===== src/rtl/alu_seq_core.sv =====
// rtl/alu_seq_core.sv - registered 8085-style ALU with iterative unsigned MUL/DIV
// One op in flight; flag register updates on the edge that enters DONE.
module alu_seq_core #(
  parameter int WIDTH     = 8,
  parameter bit MULDIV_EN = 1'b1
) (
  input  logic             clk,
  input  logic             rst,
  input  logic             in_valid,
  output logic             in_ready,
  input  logic [4:0]       opcode,
  input  logic [WIDTH-1:0] acc,
  input  logic [WIDTH-1:0] operand,
  input  logic             flags_load,
  input  logic [7:0]       flags_in,
  output logic             out_valid,
  input  logic             out_ready,
  output logic [WIDTH-1:0] result,
  output logic [WIDTH-1:0] result_hi,
  output logic [7:0]       flags
);

  localparam int CW = $clog2(WIDTH + 1);
  localparam logic [7:0] FLAG_MASK = 8'hD5;

  localparam logic [4:0] OP_AND = 5'h00;
  localparam logic [4:0] OP_CMA = 5'h01;
  localparam logic [4:0] OP_OR  = 5'h02;
  localparam logic [4:0] OP_XOR = 5'h03;
  localparam logic [4:0] OP_ADD = 5'h04;
  localparam logic [4:0] OP_ADC = 5'h05;
  localparam logic [4:0] OP_SUB = 5'h06;
  localparam logic [4:0] OP_SBB = 5'h07;
  localparam logic [4:0] OP_INR = 5'h08;
  localparam logic [4:0] OP_DCR = 5'h09;
  localparam logic [4:0] OP_ROL = 5'h0A;
  localparam logic [4:0] OP_ROR = 5'h0B;
  localparam logic [4:0] OP_RLC = 5'h0C;
  localparam logic [4:0] OP_RRC = 5'h0D;
  localparam logic [4:0] OP_CMP = 5'h0E;
  localparam logic [4:0] OP_MUL = 5'h0F;
  localparam logic [4:0] OP_DIV = 5'h10;

  typedef enum logic [1:0] {
    S_IDLE,
    S_EXEC,
    S_DONE
  } state_t;

  function automatic logic [7:0] pack_flags(input logic s, input logic z, input logic ac,
                                            input logic p, input logic cy);
    return {s, z, 1'b0, ac, 1'b0, p, 1'b0, cy};
  endfunction

  state_t           state_q, state_d;
  logic [WIDTH-1:0] result_q, result_d;
  logic [WIDTH-1:0] result_hi_q, result_hi_d;
  logic [7:0]       flags_q, flags_d;
  logic [WIDTH-1:0] hi_q, hi_d;
  logic [WIDTH-1:0] lo_q, lo_d;
  logic [WIDTH-1:0] opd_q, opd_d;
  logic [CW-1:0]    cnt_q, cnt_d;
  logic             is_div_q, is_div_d;

  logic [7:0]       base_flags;
  logic             cin;
  logic [WIDTH-1:0] rhs;
  logic             use_c;
  logic             do_sub;
  logic [WIDTH:0]   c_ext;
  logic [WIDTH:0]   arith;
  logic             arith_ac;
  logic [WIDTH-1:0] alu_res;
  logic [WIDTH-1:0] zsp_src;
  logic             alu_cy;
  logic             alu_ac;
  logic             alu_rot;
  logic             alu_undef;
  logic [7:0]       alu_flags;

  logic [WIDTH:0]   mul_sum;
  logic [WIDTH:0]   div_shift;
  logic             div_geq;
  logic [WIDTH-1:0] it_hi;
  logic [WIDTH-1:0] it_lo;
  logic             is_md;
  logic             div_zero;

  // A load in the accept cycle supplies the CY (and untouched flags) to that op.
  always_comb begin
    base_flags = flags_load ? (flags_in & FLAG_MASK) : flags_q;
    cin        = base_flags[0];
  end

  always_comb begin
    rhs    = operand;
    use_c  = 1'b0;
    do_sub = 1'b0;
    case (opcode)
      OP_ADC: use_c = 1'b1;
      OP_SUB: do_sub = 1'b1;
      OP_SBB: begin
        do_sub = 1'b1;
        use_c  = 1'b1;
      end
      OP_INR: rhs = WIDTH'(1);
      OP_DCR: begin
        rhs    = WIDTH'(1);
        do_sub = 1'b1;
      end
      OP_CMP: do_sub = 1'b1;
      default: ;
    endcase
    c_ext = {{WIDTH{1'b0}}, use_c & cin};
    if (do_sub) begin
      arith = {1'b0, acc} - {1'b0, rhs} - c_ext;
    end else begin
      arith = {1'b0, acc} + {1'b0, rhs} + c_ext;
    end
    // Carry/borrow into bit 4 recovered from the sum bit, no separate nibble adder.
    arith_ac = acc[4] ^ rhs[4] ^ arith[4];
  end

  always_comb begin
    alu_res   = '0;
    alu_cy    = 1'b0;
    alu_ac    = 1'b0;
    alu_rot   = 1'b0;
    alu_undef = 1'b0;
    case (opcode)
      OP_AND: alu_res = acc & operand;
      OP_CMA: alu_res = ~acc;
      OP_OR:  alu_res = acc | operand;
      OP_XOR: alu_res = acc ^ operand;
      OP_ADD, OP_ADC, OP_SUB, OP_SBB, OP_INR, OP_DCR: begin
        alu_res = arith[WIDTH-1:0];
        alu_cy  = arith[WIDTH];
        alu_ac  = arith_ac;
      end
      OP_ROL: begin
        alu_res = {acc[WIDTH-2:0], acc[WIDTH-1]};
        alu_cy  = acc[WIDTH-1];
        alu_rot = 1'b1;
      end
      OP_ROR: begin
        alu_res = {acc[0], acc[WIDTH-1:1]};
        alu_cy  = acc[0];
        alu_rot = 1'b1;
      end
      OP_RLC: begin
        alu_res = {acc[WIDTH-2:0], cin};
        alu_cy  = acc[WIDTH-1];
        alu_rot = 1'b1;
      end
      OP_RRC: begin
        alu_res = {cin, acc[WIDTH-1:1]};
        alu_cy  = acc[0];
        alu_rot = 1'b1;
      end
      OP_CMP: begin
        alu_res = acc;
        alu_cy  = arith[WIDTH];
        alu_ac  = arith_ac;
      end
      default: alu_undef = 1'b1;
    endcase
    zsp_src = (opcode == OP_CMP) ? arith[WIDTH-1:0] : alu_res;
    if (alu_rot) begin
      alu_flags = pack_flags(base_flags[7], base_flags[6], 1'b0, base_flags[2], alu_cy);
    end else begin
      alu_flags = pack_flags(zsp_src[WIDTH-1], zsp_src == '0, alu_ac, ~^zsp_src, alu_cy);
    end
  end

  // hi_q/lo_q hold partial product/multiplier for MUL and remainder/quotient for DIV.
  always_comb begin
    mul_sum   = {1'b0, hi_q} + (lo_q[0] ? {1'b0, opd_q} : {(WIDTH+1){1'b0}});
    div_shift = {hi_q, lo_q[WIDTH-1]};
    div_geq   = div_shift >= {1'b0, opd_q};
    if (is_div_q) begin
      it_hi = div_geq ? (div_shift[WIDTH-1:0] - opd_q) : div_shift[WIDTH-1:0];
      it_lo = {lo_q[WIDTH-2:0], div_geq};
    end else begin
      it_hi = mul_sum[WIDTH:1];
      it_lo = {mul_sum[0], lo_q[WIDTH-1:1]};
    end
  end

  always_comb begin
    state_d     = state_q;
    result_d    = result_q;
    result_hi_d = result_hi_q;
    flags_d     = flags_q;
    hi_d        = hi_q;
    lo_d        = lo_q;
    opd_d       = opd_q;
    cnt_d       = cnt_q;
    is_div_d    = is_div_q;
    is_md       = MULDIV_EN && ((opcode == OP_MUL) || (opcode == OP_DIV));
    div_zero    = (opcode == OP_DIV) && (operand == '0);
    case (state_q)
      S_IDLE: begin
        if (flags_load) begin
          flags_d = flags_in & FLAG_MASK;
        end
        if (in_valid) begin
          if (is_md && !div_zero) begin
            state_d  = S_EXEC;
            hi_d     = '0;
            lo_d     = acc;
            opd_d    = operand;
            cnt_d    = '0;
            is_div_d = (opcode == OP_DIV);
          end else if (is_md) begin
            state_d     = S_DONE;
            result_d    = '1;
            result_hi_d = acc;
            flags_d     = pack_flags(1'b1, 1'b0, 1'b0, ~^{WIDTH{1'b1}}, 1'b1);
          end else if (alu_undef) begin
            state_d     = S_DONE;
            result_d    = '0;
            result_hi_d = '0;
            flags_d     = base_flags;
          end else begin
            state_d     = S_DONE;
            result_d    = alu_res;
            result_hi_d = '0;
            flags_d     = alu_flags;
          end
        end
      end
      S_EXEC: begin
        hi_d  = it_hi;
        lo_d  = it_lo;
        cnt_d = cnt_q + 1'b1;
        if (cnt_q == CW'(WIDTH - 1)) begin
          state_d     = S_DONE;
          result_d    = it_lo;
          result_hi_d = it_hi;
          if (is_div_q) begin
            flags_d = pack_flags(it_lo[WIDTH-1], it_lo == '0, 1'b0, ~^it_lo, 1'b0);
          end else begin
            flags_d = pack_flags(it_lo[WIDTH-1], (it_lo == '0) && (it_hi == '0), 1'b0,
                                 ~^it_lo, it_hi != '0);
          end
        end
      end
      S_DONE: begin
        if (out_ready) begin
          state_d = S_IDLE;
        end
      end
      default: state_d = S_IDLE;
    endcase
  end

  always_ff @(posedge clk) begin
    if (rst) begin
      state_q     <= S_IDLE;
      result_q    <= '0;
      result_hi_q <= '0;
      flags_q     <= 8'h00;
      hi_q        <= '0;
      lo_q        <= '0;
      opd_q       <= '0;
      cnt_q       <= '0;
      is_div_q    <= 1'b0;
    end else begin
      state_q     <= state_d;
      result_q    <= result_d;
      result_hi_q <= result_hi_d;
      flags_q     <= flags_d;
      hi_q        <= hi_d;
      lo_q        <= lo_d;
      opd_q       <= opd_d;
      cnt_q       <= cnt_d;
      is_div_q    <= is_div_d;
    end
  end

  assign in_ready  = (state_q == S_IDLE);
  assign out_valid = (state_q == S_DONE);
  assign result    = result_q;
  assign result_hi = result_hi_q;
  assign flags     = flags_q;

endmodule


===== config.mk =====
export PLATFORM = sky130hd
export DESIGN_NAME = alu_seq_core
export DESIGN_NICKNAME = d
export VERILOG_FILES = /design/src/rtl/alu_seq_core.sv
export SDC_FILE = /design/constraint.sdc
export NUM_CORES = 1
export LEC_CHECK = 0
export BUFFER_PORTS_ARGS = -buffer_cell sky130_fd_sc_hd__buf_2
export CORE_MARGIN = 4
export CORE_UTILIZATION = 36
export DETAILED_ROUTE_END_ITERATION = 7
export GPL_TIMING_DRIVEN = 0
export PLACE_DENSITY = 0.61
export REMOVE_ABC_BUFFERS = 1
export SYNTH_ARGS = -nofsm -noshare
export SYNTH_HDL_FRONTEND = slang
export SYNTH_SLANG_ARGS = --single-unit

===== constraint.sdc =====
create_clock -name clk -period 6 [get_ports clk]
set_clock_uncertainty 0.1 [all_clocks]
set_input_delay 0.9 -clock clk [delete_from_list [all_inputs] [get_ports clk]]
set_output_delay 0.9 -clock clk [all_outputs]
set_load 0.005 [all_outputs]

# After elaboration in Yosys (flattened, before gate mapping)
# Cells that the tools add are included.
# word_totals
wordCells	124
in_bits	34
out_inout_bits	26
register_bits	55
# classes
n_addsub	7
n_mux	47
bitwise_logic	7
magnitude_cmp	1
reduce_logical	29
eq_ne	24
# op_table
op	count
two-way mux 8 bit	26
one-hot mux 8 bit (10 select lines)	1
one-hot mux 8 bit (2 select lines)	5
equality test 5 x 4 -> 1 bit, second input constant	8
logical NOT 8 bit	4
equality test 5 x 3 -> 1 bit, second input constant	4
adder 8 x 8 -> 9 bit	2
XNOR reduction 8 bit	2
OR reduction 15 bit	1
equality test 5 x 2 -> 1 bit, second input constant	2
adder 9 x 1 -> 9 bit	1
>= comparator 9 x 8 -> 1 bit	1
two-way mux 9 bit	1
AND reduction 3 bit	3
subtractor 8 x 8 -> 9 bit	1
subtractor 9 x 1 -> 9 bit	1
bitwise AND 8 bit	1
two-way mux 2 bit	4
two-way mux 4 bit	2
NOT 8 bit	1
OR 8 bit	1
one-hot mux 4 bit (2 select lines)	1
nonzero test 8 bit	1
OR reduction 2 bit	4
27 further kinds	37

# Depth between registers and ports, before layout
# Gate-level depths: netlist of the first run.
# logic_depth
word_depth	15
ltp_mapped	23
mapped_depth_nobuf	21

# Least setup slack after synthesis of the first run
# OpenSTA, ideal clock, no wires.
# synth_timing
path_kind	input to register
from	in opcode[2]
to	reg flags_q[2], in the netlist flags[2]
setup_slack_ps	956
setup_time_ps	70
path_stages	21
t_arrival_ps	4873
n_path_buf	1
required_ps	5830
path_cell_list	buf_6 > or2_2 > nor3b_1 > or2_2 > inv_1 > fa_1 > fa_1 > o21bai_1 > a21oi_1 > o31ai_1 > xnor2_1 > a21oi_1 > o211ai_1 > nand2_1 > ha_1 > xnor2_1 > xnor2_1 > nor2_1 > a21oi_1 > o221ai_1 > a21oi_1
# synth_between
elab_chain_len	15
word_cells_on_any_way	46
classes_between	add/sub: 4; eq/ne: 16; mux: 13; bitwise: 1; reduce/logical: 12
# synth_lines
item	line_no	source
start, declared	11	input logic [4:0] opcode,
equality test 5 x 4 -> 1 bit or equality test 5 x 3 -> 1 bit (tied branches)	99, 130	
OR reduction 2 bit (no source line)	--	
two-way mux 8 bit or two-way mux 1 bit (tied branches)	99	case (opcode)
adder 8 x 8 -> 9 bit (tied with other cells)	118	arith = {1'b0, acc} + {1'b0, rhs} + c_ext;
adder 9 x 1 -> 9 bit or subtractor 9 x 1 -> 9 bit (tied branches)	118, 116	
two-way mux 9 bit	115	if (do_sub) begin
one-hot mux 8 bit (10 select lines)	130	case (opcode)
two-way mux 8 bit	167	zsp_src = (opcode == OP_CMP) ? arith[WIDTH-1:0] : alu_res;
XNOR reduction 8 bit	171	alu_flags = pack_flags(zsp_src[WIDTH-1], zsp_src == '0, alu_ac, ~^zsp_src, alu_cy);
two-way mux 8 bit	168	if (alu_rot) begin
two-way mux 8 bit	219	end else if (alu_undef) begin
two-way mux 8 bit	214	end else if (is_md) begin
two-way mux 8 bit *	207	if (is_md && !div_zero) begin
two-way mux 8 bit *	206	if (in_valid) begin
one-hot mux 8 bit (2 select lines) *	201	case (state_q)
end signal, assigned	272	flags_q <= flags_d;
end, declared	58	logic [7:0] flags_q, flags_d;
# Every way passes the cells marked *; elsewhere a longest branch is shown, timed or not.
# A chain may end at the register's enable or synchronous reset.

# Worst setup path in the final report of the first run
# Same ends and word-level chain as after synthesis.

==> results of run 1 <==
[layout make-up]
| class | instances | area share |
|---|---|---|
| inverters | 48 | 0.0297 |
| repair buffers | 58 | 0.0499 |
| flip-flops and latches | 55 | 0.181 |
| well taps | 184 | 0.0379 |
| clock inverters | 2 | 0.00577 |
| clock buffers | 6 | 0.0229 |
| multi-input cells | 588 | 0.672 |
[state kept, by name, indices dropped and copies added, names as in the netlist]
name and flops:
cnt_q 4, state_q 2, opd_q 8, flags 8, lo_q 8, result 8, is_div_q 1, result_hi 8
hi_q 8
[metrics by stage]
step,TNS [ns],worst slack (ns),utilization,total power [mW],area (um2)
after floorplan,0,1.06,-,0.625,5350
after CTS,0,0.184,0.411,1.08,6060
after detailed placement,-0.0995,-0.0995,0.399,0.740,5890
after global routing,0,0.326,0.411,1.14,6070
after global placement,-0.106,-0.106,0.397,0.736,5860
final,0,0.623,0.411,1.08,6070
[worst paths after layout]
| kind | from | end | depth (start not counted) |
|---|---|---|---|
| max | opcode[2] | flags[2]$_SDFFE_PP0P_ | 21 |
| min | result[5]$_SDFFE_PP0P_ | result[5]$_SDFFE_PP0P_ | 2 |
| max reg2reg | flags[0]$_SDFFE_PP0P_ | flags[2]$_SDFFE_PP0P_ | 18 |
| min reg2reg | result[5]$_SDFFE_PP0P_ | result[5]$_SDFFE_PP0P_ | 2 |
[Yosys cell counts, types with 11 or more instances]
| cell type | instances | area share |
|---|---|---|
| a211oi_1 | 15 | 0.020 |
| a21oi_1 | 55 | 0.050 |
| a221oi_1 | 11 | 0.017 |
| a31oi_1 | 11 | 0.012 |
| and2_1 | 20 | 0.023 |
| clkbuf_1 | 17 | 0.012 |
| dfxtp_1 | 55 | 0.20 |
| ha_1 | 62 | 0.14 |
| inv_1 | 48 | 0.033 |
| mux2i_1 | 20 | 0.036 |
| nand2_1 | 76 | 0.052 |
| nand2b_1 | 16 | 0.018 |
| nor2_1 | 74 | 0.050 |
| nor3_1 | 25 | 0.023 |
| o211ai_1 | 15 | 0.020 |
| o21ai_0 | 26 | 0.024 |
| xnor2_1 | 20 | 0.032 |
[layout by cell type (no fill, tap or decap), types with 10 or more instances in the layout]
master / instances
a211oi_1: 15
mux2i_1: 20
a31oi_1: 11
ha_1: 62
buf_2: 56
o21ai_0: 26
a21oi_1: 55
o211ai_1: 15
inv_1: 48
a21o_1: 10
dfxtp_1: 55
a221oi_1: 11
nand2b_1: 16
nor3_1: 24
and2_1: 20
xnor2_1: 20
nor2_1: 74
nand2_1: 76
[routing by layer]
| metal | vias up | global-route usage |
|---|---|---|
| met5 | - | 0 |
| met3 | 13 | 0.0156 |
| li1 | 2669 | - |
| met1 | 2531 | 0.243 |
| met2 | 128 | 0.323 |
| met4 | 0 | 0.0490 |
[kinds of logic after synthesis]
kind of cell | count (synthesis) | share of synthesized area
XOR/XNOR | 28 | 0.0445
AND/OR/NAND/NOR | 268 | 0.237
buffers and inverters | 81 | 0.0620
AO/OA/AOI/OAI | 200 | 0.248
adder cells (fa/ha/maj) | 68 | 0.163
multiplexers | 24 | 0.0465
flip-flops | 55 | 0.200
[worst max-delay path: cells and delay by family]
family,cells,cell delay [ns]
AOI/OAI and AO/OA,8,1.38
and+or+nand+nor,5,1.29
adders and majority gates,3,1.19
xor gates and xnor gates,3,0.50
buffers and inverters,2,0.24
[power breakdown]
part | total (mW) | internal (mW) | switching [mW]
sequential | 0.393 | 0.381 | 0.0119
clock | 0.344 | 0.208 | 0.136
combinational | 0.339 | 0.139 | 0.200
total | 1.08 | 0.728 | 0.348
[what timing repair did]
action | CTS | global route
setup endpoints to repair | 0 | 1
setup buffers | 0 | 0
gates resized for setup | 0 | 1
==> out/results.tsv, run 1 <==
stage	metric	value	unit
timing	fmax	0.186	GHz
routing	drc	0	
global_routing	grt_antenna_before_repair	0	
routing	top_layer_used	met4	
timing	rsz0062_at_grt	no	
global_routing	grt-ovfl-total	0	
timing	worst_hold_slack	0.354	ns
cts	root_buffer	clkbuf_16	
layout	seq_area	0.00110	mm2
placed_design	port_buffers	56	
layout	fillers	1580	
yosys	synth_cell_types	73	
yosys	yosys_warnings	0	
cts	numCtsBuffers	5	
cts	clock_path_buffers	2	
routing	wl_met1	7.20	mm
worst_setup_path	crit_path_end_kind	flip-flop	
yosys	synthFlopType	dfxtp_1	
timing	drv_slew	0	
timing	finalHoldViolCount	0	
timing	min_period	5.38	ns
power_and_ir_drop	peakVddDrop	105	uV
yosys	ys_seq_elements	55	
worst_setup_path	worstSetupPathType	primary input to flip-flop	
floorplan	initial_core_util	0.374	
routing	wire_per_inst	17.1	um
worst_setup_path	cpMaxStageDelayCell	nor3b_2	
global_routing	gr-usage-all-layers	0.184	
layout	final_cells	941	
yosys	post_synth_instance_area	0.00551	mm2
floorplan	ioPinCount	60	
yosys	synth.avg_cell_area	7.61	um2
power_and_ir_drop	power.leakage	2.57	nW
worst_setup_path	reg2reg_slack	1.20	ns
placed_design	dp_hpwl	12.6	mm
floorplan	rows	44	
cts	path_clk_slew	0.07	ns
floorplan	fp.dieArea	0.0174	mm2
yosys	ys_seq_area_frac	0.200	
global_routing	grt_max_degree	55	
timing	setup_viol	0	
worst_setup_path	crit_arrival	5.50	ns
timing	worst_pin_slew	1.13	ns
run	drv_cap	0	
layout	insertedDiodeCount	0	
power_and_ir_drop	power.density	177	mW/mm2
placed_design	place_congestion	0.884	
layout	syn2layout_area_growth	10.1	%
worst_setup_path	critPathRequiredTime	6.12	ns
worst_setup_path	cp_slowest_stage_delay	0.54	ns
yosys	synth_edf_count	0	
routing	vias	5341	
yosys	synth_cells	724	
routing	detail-route-antenna-nets	0	
yosys	synthArstFlopShare	0	
layout	drive_gt1_frac	0.114	
layout	nets	858	
timing	maxSlewHeadroom	0.242	
cts	cts_hold_buf	0	
floorplan	coreArea	0.0148	mm2
routing	drt_pass1_iterations	5	
worst_setup_path	start_kind	primary input	
floorplan	die_y	132	um
cts	htreeDepth	2	
routing	wl_met2	7.93	mm
worst_setup_path	worst_path_most_repeated_cell	a21oi_1	
layout	multi_input_area	0.00408	mm2
routing	wl_met3	711	um
min_path	hold_class	flip-flop to flip-flop	
routing	drt-total-wl	16.1	mm
timing	period_share	0.896	
placed_design	dp_cells	933	
global_routing	grt_pass1_vias	5195	
routing	viasPerCell	5.68	
worst_setup_path	crit_fanout	14	
worst_setup_path	path_cells	buf_2, or2_2, nor3b_2, or2_2, inv_1, fa_1, fa_1, o21bai_1, a21oi_1, o31ai_1, xnor2_1, a21oi_1, o211ai_1, nand2_1, ha_1, xnor2_1, xnor2_1, nor2_1, a21oi_1, o221ai_1, a21oi_1	
cts	cts_tree	built	
floorplan	die_w	132	um
global_routing	grt_pass1_wl	26.8	mm
routing	drtIter0Drc	378	
cts	clk_latency	0.30	ns
cts	cts.sinks	55	
outcome	status	complete, no violations	
(Power assumes the default switching activity.)
==> run 2, diff against run 1 <==
Settings changed: BUFFER_PORTS_ARGS -buffer_cell sky130_fd_sc_hd__buf_2 to -buffer_cell sky130_fd_sc_hd__buf_4, CORE_UTILIZATION 36 to 30, PLACE_DENSITY 0.61 to 0.54.
==> run 2 against run 1 <==
Compared with the run above:
- register-to-register slack got worse by 0.09 ns
- hold slack better by 0.0056 ns
- total power increased by 1.5%
- via count shrank 0.88%
- routed wire length increased by 7.4%
- sequential share of layout area fell by 0.53 points
==> out/results.tsv, run 2 (synthesis results as in run 1) <==
stage	metric	value	unit	change
layout	nets	857		-0.12%
global_routing	grt_antenna_before_repair	0		unchanged
floorplan	initial_core_util	0.306		-0.0678
timing	worst_pin_slew	1.22	ns	+0.0848 ns
cts	cts_tree	built		
power_and_ir_drop	power.leakage	2.59	nW	+0.82%
cts	numCtsBuffers	5		unchanged
routing	viasPerCell	5.37		-5.3%
global_routing	grt_pass1_wl	27.9	mm	+4.4%
layout	final_cell_mix	nand2_1 (76), nor2_1 (74), ha_1 (62)		
run	drv_cap	0		unchanged
worst_setup_path	crit_path_end_kind	flip-flop		
layout	drive_gt1_frac	0.114		+0.000150
power_and_ir_drop	peakVddDrop	107	uV	+2.4%
placed_design	dpl_cell_area	0.00608	mm2	+3.2%
cts	clk_latency	0.30	ns	about the same
layout	final_core_util	0.347		-0.0645
worst_setup_path	critPathRequiredTime	6.13	ns	about the same
layout	syn2layout_area_growth	13.4	%	
layout	final_cells	985		+4.7%
global_routing	gr-usage-all-layers	0.168		-0.0155
layout	insertedDiodeCount	0		unchanged
timing	drv_slew	0		unchanged
cts	clock_path_buffers	2		unchanged
timing	period_share	0.894		-0.00178
timing	maxSlewHeadroom	0.185		-0.0568
routing	drtIter0Drc	389		+2.9%
routing	detail-route-antenna-nets	0		unchanged
cts	htreeDepth	2		unchanged
floorplan	ioPinCount	60		unchanged
global_routing	grt-ovfl-total	0		unchanged
layout	fin_area	0.00625	mm2	+3.0%
floorplan	fp.dieArea	0.0206	mm2	+19%
layout	final_common_cell	nand2_1		
routing	drt-total-wl	17.3	mm	+7.4%
timing	finalSetupTns	0	ns	unchanged
floorplan	rows	49		+11%
timing	setup_viol	0		unchanged
timing	min_period	5.37	ns	-0.0107 ns
outcome	status	complete, no violations		
routing	wire_per_inst	17.5	um	+2.6%
placed_design	dp_hpwl	13.3	mm	+5.3%
worst_setup_path	worstSetupPathType	primary input to flip-flop		
timing	worst_hold_slack	0.359	ns	+0.00559 ns
min_path	hold_class	flip-flop to flip-flop		
worst_setup_path	start_kind	primary input		
global_routing	grt_max_degree	55		unchanged
power_and_ir_drop	power.density	175	mW/mm2	-1.5%
cts	path_clk_slew	0.08	ns	about the same
routing	drc	0		unchanged
cts	cts_hold_buf	0		unchanged
global_routing	grt_pass1_vias	5217		+0.42%
placed_design	port_buffers	56		unchanged
worst_setup_path	crit_fanout	14		unchanged
timing	finalHoldViolCount	0		unchanged
placed_design	place_congestion	0.851		-3.7%
routing	vias	5294		-0.88%
floorplan	die_y	144	um	+9.0%
worst_setup_path	reg2reg_slack	1.11	ns	-0.09 ns
cts	cts.sinks	55		unchanged
floorplan	coreArea	0.0180	mm2	+22%
placed_design	dp_cells	977		+4.7%
cts	root_buffer	clkbuf_16		
timing	rsz0062_at_grt	no		
worst_setup_path	crit_arrival	5.50	ns	about the same
timing	fmax	0.186	GHz	+0.20%
floorplan	die_w	144	um	+9.0%
routing	drt_pass1_iterations	5		unchanged
==> run 2: changes by cell type in the layout (fill, tap and decap cells not counted), sizes merged <==
cell / previous run / this run
buf: 58 / 57
clkbuf: 6 / 5
clkinv: 1 / 2
==> run 2: power by group <==
group	switching [mW]	internal, mW	leakage, nW	total (mW)
combinational	0.205	0.151	2.06	0.356
clock	0.145	0.197	0.0838	0.343
sequential	0.0124	0.381	0.447	0.393
==> run 2: per-layer routing <==
metal  vias up  share of wire  GRT usage
met3        20          0.030     0.0123
met4         0          0.018     0.0391
met5         -              0          0
li1       2658              -          -
met2       102           0.49      0.293
met1      2514           0.46      0.228
==> run 2: metrics by stage <==
stage	setup WS, ns	power [mW]
global placement	-0.0995	0.757
floorplan	1.06	0.625
global route	0.291	1.16
detailed placement	-0.127	0.758
CTS	0.169	1.10
finish	0.634	1.09
==> run 2: final cells by class <==
class / count / area [um2]
fillers: 1964 / 11800
multi-input cells: 588 / 4080
flip-flops and latches: 55 / 1100
repair buffers: 57 / 432
well taps: 229 / 287
inverters: 48 / 180
clock buffers: 5 / 125
clock inverters: 3 / 43.8
==> run 2: worst paths after layout <==
path                           from                      to  depth (start not counted)
max                       opcode[2]   flags[2]$_SDFFE_PP0P_                         21
min          result[4]$_SDFFE_PP0P_  result[4]$_SDFFE_PP0P_                          2
max reg2reg   flags[0]$_SDFFE_PP0P_   flags[2]$_SDFFE_PP0P_                         18
min reg2reg  result[4]$_SDFFE_PP0P_  result[4]$_SDFFE_PP0P_                          2
==> run 2: repair_timing <==
action                                 in CTS  in global routing
resized for setup                           0                  1
endpoints found under the hold margin       0                  0
buffers inserted                            0                  0
setup endpoints to repair                   0                  1
==> run 2: worst max-delay path: stages <==
cell and delay [ns]:
buf_4 0.17, or2_2 0.34, nor3b_2 0.54, or2_2 0.24
inv_1 0.05, fa_1 0.43, fa_1 0.45, o21bai_1 0.14
a21oi_1 0.12, o31ai_1 0.38, xnor2_1 0.17, a21oi_1 0.13
o211ai_1 0.20, nand2_1 0.08, ha_1 0.30, xnor2_1 0.17
xnor2_1 0.16, nor2_1 0.08, a21oi_1 0.13, o221ai_1 0.15
a21oi_1 0.17
==> run 3, diff against run 2 <==
Settings changed: ABC_AREA set to 1.
==> run 3 against run 2 <==
Compared with the run above:
- core utilization is 0.21 points higher
- global-route usage grew 0.52 points
- sequential share of layout area is 0.22 points lower
- area after synthesis up 1.5%
- sequential power increased by 3%
- via count up 8.1%
- die area up 1.4%
- synthesized cell count increased by 22%
- cell count up 17%
- clock power shrank 6.7%
- total power grew 0.62%
- critical path depth increased by 4
- largest power group unchanged
==> out/results.tsv, run 3 <==
stage	metric	value	unit	change
worst_setup_path	worst-path-buf-inv	4		+2
cts	post_cts_buffers	0		unchanged
cts	htreeDepth	2		unchanged
run	drv_cap	0		unchanged
min_path	hold_class	flip-flop to flip-flop		
yosys	synthArstFlopShare	0		unchanged
placed_design	dpl_cell_area	0.00617	mm2	+1.5%
floorplan	initial_core_util	0.308		+0.00235
global_routing	grt_pass1_vias	5625		+7.8%
floorplan	coreArea	0.0181	mm2	+0.68%
timing	rsz0062_at_grt	no		
power_and_ir_drop	p_comb_frac	0.340		+0.014
yosys	yosysTopAreaCell	dfxtp_1		
yosys	ys_seq_elements	55		unchanged
floorplan	die_w	145	um	+0.69%
yosys	synth_cells	885		+22%
power_and_ir_drop	power.leakage	3.02	nW	+17%
routing	detail-route-antenna-nets	0		unchanged
cts	post_cts_resized	0		unchanged
floorplan	ioPinCount	60		unchanged
yosys	ys_seq_area_frac	0.197		-0.00286
floorplan	rows	49		unchanged
yosys	synthTopCellsByArea	dfxtp_1 (20%), nand2_1 (14%), ha_1 (14%)		
outcome	status	complete, no violations		
routing	vias	5724		+8.1%
worst_setup_path	crit_arrival	5.03	ns	-0.47 ns
layout	syn2layout_area_growth	13.2	%	
yosys	synth.avg_cell_area	6.32	um2	-17%
yosys	synth_fa_ha_area_frac	0.160		-0.00233
cts	root_buffer	clkbuf_16		
routing	wire_per_inst	15.4	um	-12%
power_and_ir_drop	p_int	711	uW	-2.5%
cts	clk_latency	0.30	ns	about the same
timing	setup_viol	0		unchanged
layout	multi_input_area	0.00386	mm2	-5.5%
global_routing	grt-ovfl-total	0		unchanged
timing	period_share	0.817		-0.0774
yosys	synth_top_family_by_area	simple AND/OR/NAND/NOR gates		
yosys	synthFlopType	dfxtp_1		
global_routing	grt_antenna_before_repair	0		unchanged
global_routing	gr-usage-all-layers	0.174		+0.00518
placed_design	dp_cells	1145		+17%
yosys	synth_xor_area_frac	0.0251		-0.0194
yosys	synth_common_cells	nand2_1 (210), inv_1 (123), a21oi_1 (76)		
placed_design	port_buffers	56		unchanged
cts	cts.sinks	55		unchanged
floorplan	fp.dieArea	0.0209	mm2	+1.4%
timing	maxSlewHeadroom	0.364		+0.179
cts	path_clk_slew	0.08	ns	about the same
placed_design	place_congestion	0.893		+4.9%
routing	drt_pass1_iterations	6		+1
worst_setup_path	cp_slowest_stage_delay	0.63	ns	+0.09 ns
routing	viasPerCell	4.96		-7.6%
layout	insertedDiodeCount	0		unchanged
worst_setup_path	worstSetupPathType	primary input to flip-flop		
worst_setup_path	start_kind	primary input		
worst_setup_path	cp_top_family	simple AND/OR/NAND/NOR gates		
layout	drive_gt1_frac	0.105		-0.00878
yosys	synth_compound_area_frac	0.193		-0.0550
yosys	yosysMostFrequentCell	nand2_1		
cts	cts_tree	built		
layout	fin_area	0.00633	mm2	+1.3%
yosys	synth_edf_count	0		unchanged
cts	clock_path_buffers	2		unchanged
worst_setup_path	r2r-start	flags[0]$_SDFFE_PP0P_		
yosys	synth-simple-area-share	0.301		+0.0644
floorplan	die_y	145	um	+0.69%
worst_setup_path	cp-startpoint	opcode[2]		
power_and_ir_drop	pwr-share-seq	0.369		+0.009
routing	drt-total-wl	17.8	mm	+2.8%
worst_setup_path	crit_fanout	4		-10
power_and_ir_drop	power_switching_share	0.353		+0.0208
layout	fillers	2081		+6.0%
power_and_ir_drop	p_switching	387	uW	+6.9%
cts	numCtsBuffers	5		unchanged
yosys	yosys_warnings	0		unchanged
worst_setup_path	worst_path_most_repeated_cell	nand2_1		
yosys	synth_top_cell_area_share	0.197		-0.00286
timing	min_period	4.90	ns	-0.465 ns
timing	finalHoldViolCount	0		unchanged
routing	drc	0		unchanged
timing	worst_pin_slew	0.952	ns	-0.263 ns
yosys	post_synth_instance_area	0.00559	mm2	+1.5%
worst_setup_path	cpMaxStageDelayCell	nor4_1		
power_and_ir_drop	clockPowerShare	0.291		-0.023
power_and_ir_drop	power	1.10	mW	+0.62%
global_routing	grt_max_degree	37		-33%
cts	cts_hold_buf	0		unchanged
layout	final_cells	1153		+17%
layout	final_common_cell	nand2_1		
worst_setup_path	crit_path_end_kind	flip-flop		
placed_design	dp_hpwl	14.0	mm	+5.9%
yosys	synth_cell_types	46		-37%
timing	fmax	0.204	GHz	+9.5%
timing	finalSetupTns	0	ns	unchanged
power_and_ir_drop	peakVddDrop	96.5	uV	-10%
layout	final_cell_mix	nand2_1 (210), inv_1 (123), a21oi_1 (76)		
layout	nets	1025		+20%
worst_setup_path	critPathRequiredTime	6.13	ns	about the same
power_and_ir_drop	power.density	174	mW/mm2	-0.66%
yosys	synthMuxAreaShare	0.0107		-0.0358
min_path	hp-start	flags[3]$_SDFFE_PP0P_		
layout	seq_area	0.00110	mm2	unchanged
global_routing	grt_pass1_wl	29.0	mm	+3.9%
routing	drtIter0Drc	318		-18%
layout	final_core_util	0.349		+0.00207
timing	drv_slew	0		unchanged
## run 3: cell families (layout without fill, tap and decap cells)
kind of cell	count (synthesis)	count (layout)
compound gates	195	195
xor+xnor	16	16
simple gates	388	388
mux	6	6
fa+ha+maj	68	68
buf+inv	157	196
flops	55	55
## run 3: layout make-up
class,count,share of cell area
repair buffers,56,0.0664
clock inverters,1,0.00119
well taps,229,0.0453
clock buffers,7,0.0241
multi-input cells,673,0.610
inverters,132,0.0795
flip-flops and latches,55,0.174
## run 3: final timing paths
kind	slack, ns	endpoint	depth (start not counted)
worst min register to register	0.35	flags[3]$_SDFFE_PP0P_	2
worst min-delay path	0.35	flags[3]$_SDFFE_PP0P_	2
worst max register to register	1.41	flags[2]$_SDFFE_PP0P_	23
worst max-delay path	1.10	flags[2]$_SDFFE_PP0P_	25
## run 3: tightest hold or removal path, stage by stage, from the launching register on
cell and delay (ns):
dfxtp_1 0.31, nand2_1 0.06, nor2_1 0.04
## run 3: power by group through the flow
| stage | logic (mW) | registers (mW) | clock network (mW) |
|---|---|---|---|
| floorplan | 0.235 | 0.409 | 0 |
| CTS | 0.376 | 0.405 | 0.325 |
| detailed placement | 0.374 | 0.414 | 0 |
| global placement | 0.372 | 0.415 | 0 |
| global route | 0.427 | 0.408 | 0.335 |
| finish | 0.374 | 0.405 | 0.320 |
## run 3: metrics by stage
step           setup WS, ns  hold slack [ns]
6_report               1.10            0.346
3_5_place_dp          0.709            0.339
2_1_floorplan          1.69            0.338
3_3_place_gp          0.844            0.338
4_1_cts                1.02            0.350
5_1_grt               0.568            0.373
## run 3: metal layers
metal  track usage  part of all wire
met2         0.304              0.48
met4        0.0437             0.019
met5             0                 0
met1         0.231              0.48
met3        0.0136             0.023
